$ cat src/rtl/bcd_pkg.sv
// bcd_pkg: shared FSM state type and BCD constants
package bcd_pkg;
  typedef enum logic [1:0] {IDLE, SUB, FIX, DONE} state_t;
  localparam logic [3:0] BCD_MAX = 4'd9;
  localparam logic [4:0] BCD_RADIX = 5'd10;
endpackage

$ cat src/rtl/bcd_digit_sub.sv
// bcd_digit_sub: one-digit BCD subtract with borrow in/out
module bcd_digit_sub
  import bcd_pkg::*;
(
  input  logic [3:0] x,
  input  logic [3:0] y,
  input  logic       bin,
  output logic [3:0] d,
  output logic       bout
);
  logic signed [4:0] w_t;
  logic [4:0] w_f;
  assign w_t = $signed({1'b0, x}) - $signed({1'b0, y}) - $signed({4'd0, bin});
  assign w_f = w_t + BCD_RADIX;
  assign bout = w_t[4];
  assign d = bout ? w_f[3:0] : w_t[3:0];
endmodule

$ cat src/rtl/bcd_serial_subtractor.sv
// bcd_serial_subtractor: digit-serial |a-b| with sign over packed BCD operands
module bcd_serial_subtractor
  import bcd_pkg::*;
#(
  parameter int DIGITS = 4
) (
  input  logic                  clk,
  input  logic                  rst,
  input  logic                  start,
  input  logic [4*DIGITS-1:0]   a,
  input  logic [4*DIGITS-1:0]   b,
  output logic                  busy,
  output logic                  done,
  output logic [4*DIGITS-1:0]   diff,
  output logic                  negative,
  output logic                  invalid
);
  localparam int W = 4 * DIGITS;
  localparam int IW = (DIGITS > 1) ? $clog2(DIGITS) : 1;
  state_t r_state, w_next_state;
  logic [W-1:0] r_a, r_b, r_r;
  logic r_borrow;
  logic [IW-1:0] r_idx;
  logic w_last, w_bad, w_bout;
  logic [3:0] w_x, w_y, w_d;
  logic [W+3:0] w_cat;
  assign w_last = r_idx == IW'(DIGITS - 1);
  assign w_x = (r_state == FIX) ? 4'd0 : r_a[3:0];
  assign w_y = (r_state == FIX) ? r_r[3:0] : r_b[3:0];
  assign w_cat = {w_d, r_r};
  assign busy = r_state != IDLE;
  assign done = r_state == DONE;
  bcd_digit_sub u_digit (
    .x(w_x),
    .y(w_y),
    .bin(r_borrow),
    .d(w_d),
    .bout(w_bout)
  );
  always_comb begin
    w_bad = 1'b0;
    for (int i = 0; i < DIGITS; i++)
      w_bad = w_bad | (r_a[4*i+:4] > BCD_MAX) | (r_b[4*i+:4] > BCD_MAX);
  end
  always_comb begin
    w_next_state = r_state;
    case (r_state)
      IDLE: w_next_state = start ? SUB : IDLE;
      SUB:  w_next_state = w_bad ? DONE : !w_last ? SUB : w_bout ? FIX : DONE;
      FIX:  w_next_state = w_last ? DONE : FIX;
      DONE: w_next_state = IDLE;
      default: w_next_state = IDLE;
    endcase
  end
  always_ff @(posedge clk)
    r_state <= rst ? IDLE : w_next_state;
  always_ff @(posedge clk) begin
    if (rst) begin
      r_a <= '0;
      r_b <= '0;
      r_r <= '0;
      r_borrow <= 1'b0;
      r_idx <= '0;
      diff <= '0;
      negative <= 1'b0;
      invalid <= 1'b0;
    end else begin
      case (r_state)
        IDLE: if (start) begin
          r_a <= a;
          r_b <= b;
          r_r <= '0;
          r_borrow <= 1'b0;
          r_idx <= '0;
          diff <= '0;
          negative <= 1'b0;
          invalid <= 1'b0;
        end
        SUB: if (w_bad) begin
          invalid <= 1'b1;
        end else begin
          r_a <= r_a >> 4;
          r_b <= r_b >> 4;
          r_r <= w_cat[W+3:4];
          r_borrow <= w_last ? 1'b0 : w_bout;
          r_idx <= w_last ? '0 : r_idx + 1'b1;
          if (w_last && !w_bout) diff <= w_cat[W+3:4];
        end
        FIX: begin
          r_r <= w_cat[W+3:4];
          r_borrow <= w_last ? 1'b0 : w_bout;
          r_idx <= w_last ? '0 : r_idx + 1'b1;
          if (w_last) begin
            diff <= w_cat[W+3:4];
            negative <= 1'b1;
          end
        end
        default: ;
      endcase
    end
  end
endmodule
$ cat config.mk
export PLATFORM = sky130hd
export DESIGN_NAME = bcd_serial_subtractor
export DESIGN_NICKNAME = d
export VERILOG_FILES = /design/src/rtl/bcd_pkg.sv /design/src/rtl/bcd_digit_sub.sv /design/src/rtl/bcd_serial_subtractor.sv
export SDC_FILE = /design/constraint.sdc
export NUM_CORES = 1
export LEC_CHECK = 0
export ABC_AREA = 1
export CAP_MARGIN = 40
export CORE_ASPECT_RATIO = 2
export CORE_MARGIN = 5
export CORE_UTILIZATION = 51
export CTS_BUF_LIST = sky130_fd_sc_hd__clkbuf_4
export CTS_CLUSTER_SIZE = 20
export DETAILED_ROUTE_END_ITERATION = 6
export GPL_ROUTABILITY_DRIVEN = 0
export GPL_TIMING_DRIVEN = 0
export PLACE_DENSITY = 0.83
export SYNTH_ARGS = -nofsm -noshare
export SYNTH_HDL_FRONTEND = slang
export SYNTH_HIERARCHICAL = 1
export SYNTH_SLANG_ARGS = --single-unit
export TNS_END_PERCENT = 100
$ cat constraint.sdc
create_clock -name clk -period 2.8 [get_ports clk]
set_input_delay 0.7 -clock clk [delete_from_list [all_inputs] [get_ports clk]]
set_output_delay 0.7 -clock clk [all_outputs]
set_load 0.05 [all_outputs]
==> impl_metrics.csv, run 1 <==
group,metric,value,unit
finish,finish.instance_area,5040,µm²
logic_synthesis,synth_simple_gate_area_share,38.5,%
worst_setup_path,reg2reg_from,"r_state[0]$_SDFF_PP0_",
finish,layout.nets,692,
logic_synthesis,mappedNetlistNets,610,
die,core_area,7210,µm²
hold_path,hold-path-cell-count,2,
detailed_routing,vias_per_cell,5.46,
logic_synthesis,synth_fa_ha_area_share,5.43,%
die,floorplan.rows,44,
logic_synthesis,seq_area_frac_synth,38.0,%
detailed_routing,detail_route.iter0.violations,330,
detailed_routing,wl_met1,3.68,mm
power,netSwitchingFraction,49.0,%
sta,finClkSkew,0.0194,ns
die,floorplan.die.width,70.5,µm
worst_setup_path,cp_top_family,"adder cells",
die,io-pin-count,55,
placement,standard_cell_area_after_detailed_placement,4410,µm²
placement,placement.setup.worst_slack,-0.395,ns
worst_setup_path,max_fo_critical_path,5,
detailed_routing,detail_route.drc_violations,0,
global_routing,largest_net_degree_at_the_start_of_global_routing,13,
sta,timing.setup.tns,-0.907,ns
power,internal_power,3.72,mW
detailed_routing,dr.max_layer_used,"met4",
worst_setup_path,crit_slowest_cell,"dfxtp_4",
finish,utilization,69.9,%
logic_synthesis,avgSynthCellArea,6.67,µm²
sta,final.hold.worst_slack,0.473,ns
clocking,cts.path.max_buffers,2,
placement,place_hpwl,7.56,mm
global_routing,grt_antenna_before_repair,1,
logic_synthesis,synth_top_family_by_area,"simple AND/OR/NAND/NOR gates",
sta,slew_headroom,54.1,%
detailed_routing,final_antenna_net_count,0,
worst_setup_path,critical-path-max-stage-delay,0.37,ns
detailed_routing,first_pass_iters,6,
finish,sequential_cell_area,1430,µm²
worst_setup_path,crit_path_end_kind,"flip-flop",
worst_setup_path,worstSetupPathType,"flip-flop to flip-flop",
worst_setup_path,reg2reg_to,"diff[8]$_SDFFE_PP0P_",
hold_path,holdCritStartpoint,"r_r[11]$_SDFFE_PP0P_",
sta,period_share,103,%
placement,placed_cells_incl_taps,706,
detailed_routing,dr_total_vias,4039,
clocking,cts_root_buffer,"clkbuf_4",
logic_synthesis,synth-xor-area-share,0.234,%
outcome,status,"finished, violations left",
logic_synthesis,synth.top_cell.area_share,38.0,%
worst_setup_path,worstPathCellList,"inv_4 > ha_4 > buf_8 > nand2_4 > nand2_2 > inv_2 > fa_2 > fa_2 > inv_2 > nand2_4 > nand2_4 > nand2_4 > nand2_4 > nand2_8 > o22ai_4 > nand3_4 > buf_6 > nand2_2 > a21oi_2",
logic_synthesis,ys_async_sr_fraction,0,%
detailed_routing,wl,11.1,mm
finish,instances_no_fill,740,
worst_setup_path,setup.worst_path.start_class,"flip-flop",
power,comb_power_share,66.0,%
sta,tightestPinTransition,0.688,ns
sta,rsz0062_at_grt,"true",
clocking,clkTransAtPathRegs,0.12,ns
die,fp.dieH,131,µm
clocking,tritoncts.num_buffers,9,
power,powerDensity,1450,nW/µm²
logic_synthesis,ys.warnings.count,6,
worst_setup_path,critPathArrivalTime,3.19,ns
logic_synthesis,syn_inst,560,
logic_synthesis,synth_compound_area_share,8.24,%
run,timing.max_cap.violations,0,
power,power.ir.vdd_worst,0.770,mV
logic_synthesis,netlist_area,3740,µm²
logic_synthesis,synth.lib_cells_used.distinct,26,
sta,max_slew_violation_count,0,
detailed_routing,routed-wl-met2,6.29,mm
power,post-layout-total-power,7.29,mW
finish,layout_common_cells,"163 x nand2_1, 79 x nor2_1, 69 x dfxtp_1",
detailed_routing,wl_per_cell,15.0,µm
detailed_routing,met3RoutedLength,480,µm
clocking,clkLatencyLatePin,0.45,ns
finish,final_layout_size_suffix_gt1_share,18.5,%
die,die_area,9240,µm²
logic_synthesis,synth_area_leaders,"dfxtp_1 38%, nand2_1 18%, nor2_1 7.9%, nand4_1 7.0%, a21oi_1 5.4%",
logic_synthesis,synthDominantAreaCellType,"dfxtp_1",
power,share_clk_of_total_power,11.7,%
outcome,violations,"negative setup slack",
finish,mostFrequentLayoutCell,"nand2_1",
clocking,tritoncts,"built",
sta,fmaxAchievable,0.348,GHz
global_routing,first_pass_grt_wire_length,17.0,mm
power,sequential_power_share,22.3,%
sta,min_period,2.87,ns
global_routing,overflow,0,
global_routing,gr-usage-all-layers,23.6,%
hold_path,min_to,"r_r[11]$_SDFFE_PP0P_",
worst_setup_path,cp-startpoint,"r_state[0]$_SDFF_PP0_",
power,net_switching_power,3.57,mW
worst_setup_path,critPathMostFrequentCell,"nand2_4",
placement,port-buffer-count,54,
die,floorplan.initialDensity,51.8,%
logic_synthesis,ys_ff_latch,71,
finish,fillers,591,
global_routing,vias_in_the_first_global_route,3870,
hold_path,hp_class,"flip-flop to flip-flop",
clocking,ctsHtreeMaxLevel,3,
finish,multiInputGateArea,2200,µm²
logic_synthesis,ys_dominant_reg_cell,"dfxtp_1",
worst_setup_path,timing.critical_path.required,3.12,ns
sta,final.setup.worst_slack,-0.0729,ns
worst_setup_path,ff2ff_path_depth,19,
sta,hold_viol,0,
clocking,clock_tree_sinks,71,
worst_setup_path,worst_setup_slack_for_register_to_register_paths,-0.07,ns
worst_setup_path,cp_num_buf_inv,5,
finish,layout_area_growth_over_synthesis,35.0,%
logic_synthesis,synth_enable_flop_cells,0,
power,leakage,2.27,nW
sta,setup-violations-final,16,
logic_synthesis,synth.mux.area_fraction,0,%
Yosys cell counts, types with 3 or more instances:
library cell	n
a21oi_1	40
buf_1	5
buf_2	10
buf_6	4
clkbuf_1	15
dfxtp_1	71
ha_1	13
inv_1	44
nand2_1	179
nand2_2	3
nand2_4	4
nand3_1	20
nand3_2	3
nand4_1	42
nor2_1	79
o21ai_0	12
o21ai_1	3
per-layer routing:
| metal | vias up | GRT usage, % |
|---|---|---|
| met5 | - | 0 |
| met4 | 0 | 18.4 |
| met3 | 65 | 3.98 |
| met2 | 161 | 46.2 |
| met1 | 1855 | 20.6 |
| li1 | 1958 | - |
worst reg2reg max path, delay by kind of cell (launching register included):
kind	cells	cell delay [ns]
and+or+nand+nor	9	0.76
adders and majority gates	3	0.87
DFF	1	0.37
AOI/OAI and AO/OA	2	0.25
buffers and inverters	5	0.51
cell type report:
cell class	instances	area share, %
inverter	46	3.52
sequential	71	28.3
clock buffer	10	1.49
antenna	1	0.0496
tap	92	2.28
multi-input combinational	407	43.6
buffer	36	4.64
timing repair buffer	71	14.0
clock inverter	6	2.16
power by group through the flow:
stage                     Clock [mW]  Combinational, mW  Sequential, mW
after floorplan                    0               2.64            1.81
after global placement             0               3.62            1.61
after detailed placement           0               3.75            1.63
after CTS                      0.845               4.37            1.61
after global routing           0.891               5.24            1.68
final                          0.853               4.81            1.63
flip-flops by register name, indices dropped and copies added (netlist names), named ones only:
register / count
diff: 16
invalid: 1
negative: 1
r_a: 16
r_b: 16
r_borrow: 1
r_idx: 2
r_r: 16
r_state: 1
how the worst max path moves through the flow:
stage | endpoint | slack [ns] | cells after the start
2_1_floorplan | diff[0]$_SDFFE_PP0P_ | 0.001 | 19
3_3_place_gp | diff[12]$_SDFFE_PP0P_ | -0.32 | 19
3_5_place_dp | diff[1]$_SDFFE_PP0P_ | -0.40 | 20
4_1_cts | diff[10]$_SDFFE_PP0P_ | -0.07 | 19
5_1_grt | diff[1]$_SDFFE_PP0P_ | -0.20 | 20
6_report | diff[8]$_SDFFE_PP0P_ | -0.07 | 19
cell families (layout without fill, tap and decap cells):
family / Yosys count / in the layout
adder cells (fa/ha/maj): 15 / 15
AND/OR/NAND/NOR: 332 / 332
buffers and inverters: 82 / 169
AO/OA/AOI/OAI: 59 / 59
flip-flops: 71 / 71
XOR/XNOR: 1 / 1
other: 0 / 1
timing repair:
item,in CTS,in global routing
setup buffers,11,3
endpoints found under the setup margin,21,21
hold buffers,0,0
pin swaps,18,21
resized for setup,39,43
cloned,3,0
Note: power is estimated with default switching activity, not from simulation.
==> inputs of run 2 (changes only) <==
Settings changed: CORE_UTILIZATION 51 to 60, PLACE_DENSITY 0.83 to 0.91, SKIP_LAST_GASP from default to 1.
Clock period 2.8 ns to 3.6 ns, I/O delays scaled along.
==> impl_metrics.csv, run 2 (same netlist as run 1, synthesis figures left out) <==
group,metric,value,unit
power,powerDensity,1040,nW/µm²
detailed_routing,detail_route.drc_violations,0,
finish,finish.instance_area,4520,µm²
detailed_routing,wl_per_cell,13.4,µm
finish,final_layout_size_suffix_gt1_share,7.62,%
global_routing,vias_in_the_first_global_route,3804,
worst_setup_path,worstSetupPathType,"flip-flop to flip-flop",
die,fp.dieH,122,µm
hold_path,hp_class,"flip-flop to flip-flop",
die,die_area,8000,µm²
clocking,tritoncts,"built",
clocking,holdBufCountCts,0,
detailed_routing,wl,9.59,mm
sta,min_period,3.36,ns
global_routing,first_pass_grt_wire_length,15.7,mm
die,floorplan.rows,40,
worst_setup_path,timing.critical_path.required,3.95,ns
die,floorplan.initialDensity,61.7,%
placement,place_hpwl,7.48,mm
clocking,cts.path.max_buffers,2,
finish,layout_area_growth_over_synthesis,20.9,%
finish,mostFrequentLayoutCell,"nand2_1",
die,core_area,6060,µm²
detailed_routing,vias_per_cell,5.42,
global_routing,grt_antenna_before_repair,0,
die,io-pin-count,55,
sta,slew_headroom,66.4,%
worst_setup_path,max_fo_critical_path,10,
global_routing,overflow,0,
detailed_routing,dr_total_vias,3873,
sta,finClkSkew,0.0178,ns
outcome,status,"complete, no violations",
global_routing,gr-usage-all-layers,25.1,%
die,floorplan.die.width,65.8,µm
clocking,clkLatencyLatePin,0.44,ns
power,power.ir.vdd_worst,0.588,mV
finish,layout_common_cells,"179 x nand2_1, 79 x nor2_1, 71 x dfxtp_1",
detailed_routing,final_antenna_net_count,0,
sta,fmaxAchievable,0.297,GHz
sta,period_share,93.4,%
finish,insertedDiodeCount,0,
clocking,ctsHtreeMaxLevel,3,
clocking,cts_root_buffer,"clkbuf_4",
placement,port-buffer-count,54,
clocking,tritoncts.num_buffers,9,
sta,setup-violations-final,0,
sta,max_slew_violation_count,0,
power,leakage,2.05,nW
worst_setup_path,setup.worst_path.start_class,"flip-flop",
finish,layout.nets,675,
run,timing.max_cap.violations,0,
detailed_routing,first_pass_iters,5,
detailed_routing,detail_route.iter0.violations,365,
sta,tightestPinTransition,0.502,ns
sta,final.hold.worst_slack,0.468,ns
clocking,postCtsSetupBuffers,0,
placement,standard_cell_area_after_detailed_placement,4380,µm²
finish,utilization,74.6,%
sta,hold_viol,0,
clocking,clkTransAtPathRegs,0.11,ns
clocking,clock_tree_sinks,71,
worst_setup_path,crit_path_end_kind,"flip-flop",
global_routing,largest_net_degree_at_the_start_of_global_routing,13,
worst_setup_path,critPathArrivalTime,3.71,ns
[run 2: cell type report]
type / instances / area [µm²]
flip-flops and latches: 71 / 1420
repair buffers: 54 / 541
fillers: 485 / 1540
well taps: 84 / 105
clock inverters: 7 / 63.8
inverters: 46 / 173
clock buffers: 9 / 67.6
multi-input cells: 407 / 1960
plain buffers: 36 / 190
[run 2: report_power, final]
part	internal, mW	total (mW)	switching [mW]
sequential	1.07	1.25	0.183
combinational	1.00	2.93	1.92
clock	0.205	0.499	0.294
total	2.28	4.68	2.40
[run 2: timing repair]
action	CTS	global route
gates cloned	0	0
hold endpoints to repair	0	0
setup endpoints to repair	10	16
gates resized for setup	1	4
[run 2: metrics by stage]
step	setup slack, ns	total power [mW]	instances	setup TNS (ns)
after floorplan	0.530	3.43	560	0
after global placement	0.0301	4.03	698	0
after detailed placement	-0.0469	4.16	698	-0.167
after CTS	0.0320	4.65	714	0
after global routing	-0.00153	5.06	714	-0.00153
final	0.239	4.68	714	0
[run 2: critical path: stages, from the launching register on]
cell and delay [ns]:
dfxtp_1 0.36, inv_1 0.13, ha_1 0.22, clkbuf_4 0.22, nand2_1 0.07, nand2_1 0.07
inv_1 0.05, fa_1 0.46, fa_1 0.40, inv_1 0.08, nand2_2 0.07, nand2_4 0.08
nand2_4 0.06, nand2_4 0.07, nand2_4 0.08, o22ai_1 0.26, nand3_2 0.16, buf_2 0.22
a21oi_1 0.15, nor2_1 0.05
[run 2: per-layer routing]
layer / routed length, µm / vias up / track usage (%)
li1: - / 1934 / -
met3: 493 / 51 / 4.06
met5: 0 / - / 0
met1: 3300 / 1722 / 21.7
met2: 5250 / 166 / 47.5
met4: 544 / 0 / 20.5
[run 2: final timing paths]
kind                          from               endpoint  slack [ns]  cells past startpoint
max          r_state[0]$_SDFF_PP0_  diff[12]$_SDFFE_PP0P_        0.24                     19
max reg2reg  r_state[0]$_SDFF_PP0_  diff[12]$_SDFFE_PP0P_        0.24                     19
min reg2reg   diff[9]$_SDFFE_PP0P_   diff[9]$_SDFFE_PP0P_        0.47                      2
min           diff[9]$_SDFFE_PP0P_   diff[9]$_SDFFE_PP0P_        0.47                      2
